<file path="src/rtl/spart_tx_sched.sv">
// spart_tx_sched: shares the SPART byte transmitter among NREQ requesters with
// round-robin arbitration and sequences every divisor and TX-buffer bus write.
module spart_tx_sched #(
    parameter int          NREQ     = 4,
    parameter logic [15:0] DIV_INIT = 16'd325
) (
    input  logic              clk,
    input  logic              rst,
    input  logic [NREQ-1:0]   req,
    input  logic [8*NREQ-1:0] data_in,
    output logic [NREQ-1:0]   gnt,
    input  logic              div_wr,
    input  logic [15:0]       div_in,
    input  logic              tbr,
    output logic              iocs,
    output logic              iorw,
    output logic [1:0]        ioaddr,
    output logic [7:0]        databus,
    output logic              busy,
    output logic              cfg_done
);

    localparam int LW = $clog2(NREQ);

    typedef enum logic [2:0] {
        INIT,
        CFG_LO,
        CFG_HI,
        IDLE,
        SEND,
        GUARD
    } state_t;

    state_t          state;
    state_t          state_nxt;
    logic [LW-1:0]   last;
    logic [15:0]     div_reg;
    logic            cfg_pend;
    logic [7:0]      tx_byte;
    logic [2*NREQ-1:0] rot;
    logic [LW-1:0]   winner;
    logic            grant_fire;
    int              offset;
    int              pick;

    // Rotate the request vector so the search starts just after the last winner.
    assign rot = {req, req} >> (int'(last) + 1);

    // Round-robin winner: first requester found after the previous winner.
    always_comb begin
        offset = 0;
        for (int i = NREQ - 1; i >= 0; i--) begin
            if (rot[i]) begin
                offset = i;
            end
        end
        pick = int'(last) + 1 + offset;
        if (pick >= NREQ) begin
            pick = pick - NREQ;
        end
        winner = LW'(pick);
    end

    // A grant happens only from IDLE, with the transmitter ready and no reconfiguration queued.
    assign grant_fire = !rst && (state == IDLE) && tbr && !cfg_pend && (|req);

    // One-hot accept pulse toward the winning requester.
    always_comb begin
        gnt = '0;
        if (grant_fire) begin
            gnt[winner] = 1'b1;
        end
    end

    // State register; reset always restarts the divisor programming sequence.
    always_ff @(posedge clk) begin
        if (rst) begin
            state <= INIT;
        end else begin
            state <= state_nxt;
        end
    end

    // Next-state logic; reconfiguration takes priority over data when tbr allows.
    always_comb begin
        state_nxt = state;
        case (state)
            INIT:    state_nxt = CFG_LO;
            CFG_LO:  state_nxt = CFG_HI;
            CFG_HI:  state_nxt = IDLE;
            IDLE: begin
                if (tbr && cfg_pend) begin
                    state_nxt = CFG_LO;
                end else if (tbr && (|req)) begin
                    state_nxt = SEND;
                end
            end
            SEND:    state_nxt = GUARD;
            GUARD:   state_nxt = IDLE;
            default: state_nxt = INIT;
        endcase
    end

    // Divisor, pending-reconfiguration flag, arbitration pointer and latched byte.
    always_ff @(posedge clk) begin
        if (rst) begin
            last     <= LW'(NREQ - 1);
            div_reg  <= DIV_INIT;
            cfg_pend <= 1'b0;
            tx_byte  <= 8'h00;
        end else begin
            if (div_wr) begin
                div_reg  <= div_in;
                cfg_pend <= 1'b1;
            end else if (state == CFG_HI) begin
                cfg_pend <= 1'b0;
            end
            if (grant_fire) begin
                last    <= winner;
                tx_byte <= data_in[8*winner +: 8];
            end
        end
    end

    // Moore bus decode; the bus is forced idle while reset is held.
    always_comb begin
        iocs    = 1'b0;
        iorw    = 1'b1;
        ioaddr  = 2'b00;
        databus = 8'h00;
        if (!rst) begin
            case (state)
                CFG_LO: begin
                    iocs    = 1'b1;
                    iorw    = 1'b0;
                    ioaddr  = 2'b10;
                    databus = div_reg[7:0];
                end
                CFG_HI: begin
                    iocs    = 1'b1;
                    iorw    = 1'b0;
                    ioaddr  = 2'b11;
                    databus = div_reg[15:8];
                end
                SEND: begin
                    iocs    = 1'b1;
                    iorw    = 1'b0;
                    ioaddr  = 2'b00;
                    databus = tx_byte;
                end
                default: begin
                    iocs    = 1'b0;
                end
            endcase
        end
    end

    // Status flags for the surrounding system.
    assign busy     = rst || (state != IDLE);
    assign cfg_done = !rst && !cfg_pend &&
                      ((state == IDLE) || (state == SEND) || (state == GUARD));

endmodule

</file>
<file path="config.mk">
export PLATFORM = sky130hd
export DESIGN_NAME = spart_tx_sched
export DESIGN_NICKNAME = d
export VERILOG_FILES = /design/src/rtl/spart_tx_sched.sv
export SDC_FILE = /design/constraint.sdc
export NUM_CORES = 1
export LEC_CHECK = 0
export ABC_AREA = 1
export CAP_MARGIN = 0
export CORE_MARGIN = 2
export CORE_UTILIZATION = 48
export CTS_CLUSTER_SIZE = 28
export DETAILED_ROUTE_END_ITERATION = 8
export GPL_TIMING_DRIVEN = 0
export PLACE_DENSITY = 0.86
export REMOVE_ABC_BUFFERS = 1
export SLEW_MARGIN = 20
export SYNTH_ARGS = -nofsm -noshare
export SYNTH_HDL_FRONTEND = slang
export SYNTH_SLANG_ARGS = --single-unit
export TNS_END_PERCENT = 5
</file>
<file path="constraint.sdc">
create_clock -name clk -period 7.4 [get_ports clk]
set_input_delay 1.48 -clock clk [delete_from_list [all_inputs] [get_ports clk]]
set_output_delay 1.48 -clock clk [all_outputs]
set_load 0.01 [all_outputs]
</file>
* After elaboration in Yosys (flattened, before gate mapping)
Index checks and enable logic that the tools add are counted.
Storage, ports and cells: register bits after elaboration 30, input bits 56, output and inout port bits 18, logic and storage cells 60
Operators by class: add/sub/neg operators 3, magnitude comparators 3, equality and inequality tests 7, shift operators 2, mux-type cells 21, reductions and logical operators 19
Operators by type and width (count):
- $mux 32 | 2
- $add 4x32->32 | 1
- $ge 32x4->1 const B | 1
- $shiftx 32x6->8 | 1
- $shr 8x32->4 | 1
- $pmux 8 s3 | 1
- $pmux 3 s5 | 1
- $logic_and 1x1->1 | 9
- $mux 2 | 4
- $mux 8 | 1
- $mux 1 | 7
- $eq 3x2->1 const B | 2
- $eq 3x3->1 const B | 2
- $mux 3 | 2
- $mux 4 | 1
- $pmux 2 s2 | 1
- $reduce_or 4->1 | 1
- $add 2x1->3 const B | 1
- $eq 3x1->1 const B | 1
- $logic_not 3->1 | 1
- $logic_or 1x1->1 | 3
- $lt 2x3->1 const B | 1
- $ne 3x1->1 const B | 1
- $ne 3x2->1 const B | 1
- 7 further kinds | 8

* Depth between registers and ports, before layout
word-level depth 14, depth in mapped cells 20, mapped depth without buffers 19

* Least setup slack after synthesis
Ideal clock, no wire load.
kind input-to-output, start point input req[2], end point output gnt[2], data arrival time 3.075 ns, required time 5.920 ns, slack 2.845 ns, stages on the path 17, path buffers 1, cells stage by stage nand2_1 -> nand3_1 -> nand2_1 -> nand3_1 -> a21boi_0 -> ha_1 -> inv_1 -> nor2_1 -> nor2_1 -> nand2_1 -> nand2_1 -> inv_1 -> nand2_4 -> nand2_4 -> buf_8 -> nand2_1 -> nor2_1
Between the ends: cells in the longest elaborated chain, start to end 13, elaborated cells on any way between the ends 17, those cells by class 2 x add/sub; 3 x order compare; 1 x shift; 8 x mux; 3 x reduce/logical
RTL lines:
- start: declaration | RTL line 9 | input logic [NREQ-1:0] req,
- $shr 8x32->4 | RTL line 47 | assign rot = {req, req} >> (int'(last) + 1);
- $mux 2 (2 in a row) | RTL line 53 | if (rot[i]) begin
- $mux 32 (2 in a row) | RTL line 53
- $add 4x32->32 | RTL line 57 | pick = int'(last) + 1 + offset;
- $ge 32x4->1 / $sub 2x1->2 (equally long branches) | RTL line 58, 59
- $mux 2 | RTL line 58 | if (pick >= NREQ) begin
- $lt 2x3->1 (not written as such) / $ge 2x1->1 (equally long branches) | RTL line 71 | gnt[winner] = 1'b1;
- $logic_and 1x1->1 (not written as such) | RTL line 71
- $mux 1 (not written as such) | RTL line 71
- $demux 1 s2 | RTL line 71
- $mux 4 * | RTL line 70 | if (grant_fire) begin
- end: declaration | RTL line 11 | output logic [NREQ-1:0] gnt,
Mark *: on every way between the ends. The rest lies on a longest branch, timed or not.

==> key figures <==
Outcome
  – Status: finished, final reports clean

Detailed routing
  – Total number of vias: 2174
  – Drc violations: 0
  – WL/cell: 10.8 µm
  – DRT iter0 DRCs: 125
  – Pre-antenna DRT Iters: 4
  – Vias per Instance: 4.93
  – Final WL: 4.75 mm
  – Antenna-violating nets left: 0

Power and ir drop
  – Reg power frac: 0.418
  – Power share of the clock group: 0.323
  – NetSw: 124 µW
  – Switching Share: 0.294
  – PD cells: 153 nW/µm²
  – Cell-internal power: 299 µW
  – Max VDD drop: 0.151 mV
  – Combinational power share: 0.259
  – Leak: 1.32 nW

Timing
  – RSZ-0062 raised after global routing: no
  – Setup TNS: 0 ns
  – Fin. max-slew vios: 0
  – Slew @ Worst Pin: 0.624 ns
  – Headroom to the max-slew limit: 0.584
  – Fmax: 168 MHz
  – Final Skew: 0.00467 ns
  – Crit path time final: 5.97 ns
  – Tcrit/Tclk final: 0.806
  – Final hold vios: 0
  – Final setup viols: 0

Yosys
  – Synth Area per Inst: 6.03 µm²
  – Synth Area in Adders: 0.00644
  – Synth Area in XOR/XNOR: 0
  – Simple logic cell fraction of the synthesized area: 0.515
  – Compound-Gate Fraction of Synth Area: 0.0735
  – Gate Count Post-Synth: 322
  – Yosys cell types: 31
  – Synthesized flop and latch total: 30
  – Largest family of logic cells by synthesized area: simple AND/OR/NAND/NOR gates
  – Synth warn: 0
  – Syn Std Cell Area: 1940 µm²
  – Sequential fraction of the synthesis area: 0.309
  – Multiplexer share of the synthesized area: 0

Worst hold path
  – Worst Hold Class: reg -> reg

Clock tree
  – Clk sink count: 30
  – Root Buffer: clkbuf_8
  – Inserted Clock Buffers: 5
  – CTS Buffer Depth: 2
  – # Post-CTS Setup Buffers: 0
  – Clk_lat worst skew: 0.28 ns
  – Hold-fix buffers at CTS: 0
  – Clk pin slew, worst setup/hold paths: 0.06 ns
  – H-tree lvl count: 2
  – CTS tree: done
  – Post-CTS Resized: 0

Cells and area
  – Fin util: 0.700
  – Layout Area Growth over Synthesis: 42.2%
  – Ant diodes: 0
  – Ratio of cells with drive above 1 in the final layout: 0.0767
  – Fin nets: 447
  – Max FFs per register: 16

Place
  – RePlAce Congestion: 0.800
  – Dpl hpwl: 3.58 mm
  – IO buf count: 73

Floorplanning
  – Core box area: 3940 µm²
  – Die height: 67.6 µm
  – Initial cell density of the core: 0.493
  – Top-Level Pins: 74
  – Full die area: 4570 µm²
  – Row cnt: 23
  – Die Span X: 67.6 µm

Global route
  – Initial antenna violation count: 0
  – Vias in the first global route: 1816
  – Remaining global-route overflow: 0
  – Largest net degree at the start of global routing: 38
  – Global Route Usage Sum: 0.223
  – First-pass GRT wire length: 7.85 mm

Setup path
  – Crit path DAT: 4.49 ns
  – CP startpoint kind: input pin
  – Req. time, crit path: 5.92 ns
  – CP max FO: 20
  – Crit Path Class: in -> out
  – CP Capture Type: output pin

Job
  – Max_cap viols: 0
per-layer routing:
layer / wire length [µm] / GRT usage / vias to the layer above
met4: 66 / 0.0689 / 0
li1: - / - / 1158
met3: 261 / 0.0467 / 6
met5: 0 / 0 / -
met2: 2280 / 0.385 / 57
met1: 2150 / 0.276 / 953
worst max-delay path: stages:
cell	delay [ns]
clkdlybuf4s50_1	0.49
nand2_1	0.08
nand3_1	0.09
nand2_1	0.09
nand3_1	0.08
a21boi_0	0.11
ha_1	0.70
clkinv_1	0.58
nor2_1	0.22
clkdlybuf4s50_1	0.55
final timing paths:
check,slack (ns),start,cells past startpoint,endpoint
setup / recovery,1.43,req[2],10,gnt[3]
hold reg to reg,0.46,div_reg[0],2,div_reg[0]
setup reg to reg,4.50,last[0],14,tx_byte[5]
hold / removal,0.46,div_reg[0],2,div_reg[0]
cell usage in the layout (no fill, tap or decap):
cell type,n
a211oi_1,1
a21boi_0,1
a21oi_1,5
clkbuf_8,6
clkdlybuf4s50_1,73
clkinv_1,2
clkinv_2,2
clkinvlp_4,1
dfxtp_1,30
ha_1,1
inv_1,23
inv_2,5
nand2_1,121
nand2_2,2
nand2_4,2
nand3_1,38
nand3_2,7
nand3_4,1
nand4_1,8
nor2_1,38
nor2_2,2
nor2_4,1
nor3_2,1
o211ai_1,2
o21ai_0,15
o21ai_1,1
o31ai_1,1
or2_1,1
metrics by stage:
| stage | hold WS, ns | worst slack, ns | cells | total power [mW] | instance area [µm²] |
|---|---|---|---|---|---|
| after CTS | 0.464 | 1.43 | 441 | 0.428 | 2760 |
| after detailed placement | 0.448 | 1.44 | 433 | 0.291 | 2670 |
| final | 0.460 | 1.43 | 441 | 0.423 | 2760 |
| after floorplan | 0.429 | 2.86 | 310 | 0.235 | 1870 |
| after global placement | 0.440 | 1.44 | 433 | 0.289 | 2670 |
| after global routing | 0.486 | 1.15 | 441 | 0.449 | 2760 |
synth_stat cells:
cell,number,share of area
a21oi_1,5,0.013
nand2_1,121,0.23
buf_1,1,0.0019
nand3_4,1,0.0090
clkbuf_1,7,0.014
buf_8,1,0.0077
nor2_1,38,0.073
buf_4,1,0.0039
clkinv_1,2,0.0039
dfxtp_1,30,0.31
nand3_1,38,0.098
nor2_2,2,0.0064
nor2_4,1,0.0058
a211oi_1,1,0.0039
a21boi_0,1,0.0039
o31ai_1,1,0.0039
nand4_1,8,0.026
o21ai_1,1,0.0026
buf_2,1,0.0026
o211ai_1,2,0.0077
nand2_4,2,0.012
o21ai_0,15,0.039
ha_1,1,0.0064
or2_1,1,0.0032
inv_1,23,0.044
inv_2,5,0.0097
nand2_2,2,0.0064
nor3_2,1,0.0052
buf_6,1,0.0058
clkinv_2,1,0.0026
nand3_2,7,0.036
power by group through the flow:
| stage | Clock (mW) | Combinational (mW) | Sequential [mW] |
|---|---|---|---|
| after global routing | 0.148 | 0.123 | 0.178 |
| after detailed placement | 0 | 0.110 | 0.180 |
| after floorplan | 0 | 0.0560 | 0.179 |
| final | 0.137 | 0.110 | 0.177 |
| after global placement | 0 | 0.108 | 0.180 |
| after CTS | 0.140 | 0.111 | 0.177 |
layout make-up:
cell class / instances / area, µm²
multi-input cells: 249 / 1150
clock buffers: 6 / 82.6
inverters: 31 / 118
repair buffers: 73 / 731
fillers: 342 / 1180
clock inverters: 2 / 12.5
well taps: 50 / 62.6
flip-flops and latches: 30 / 601
cells by family after synthesis:
| family | count (synthesis) |
|---|---|
| compound gates | 26 |
| flops | 30 |
| fa+ha+maj | 1 |
| simple gates | 222 |
| buf+inv | 43 |
Power figures use the tool's default switching activity.
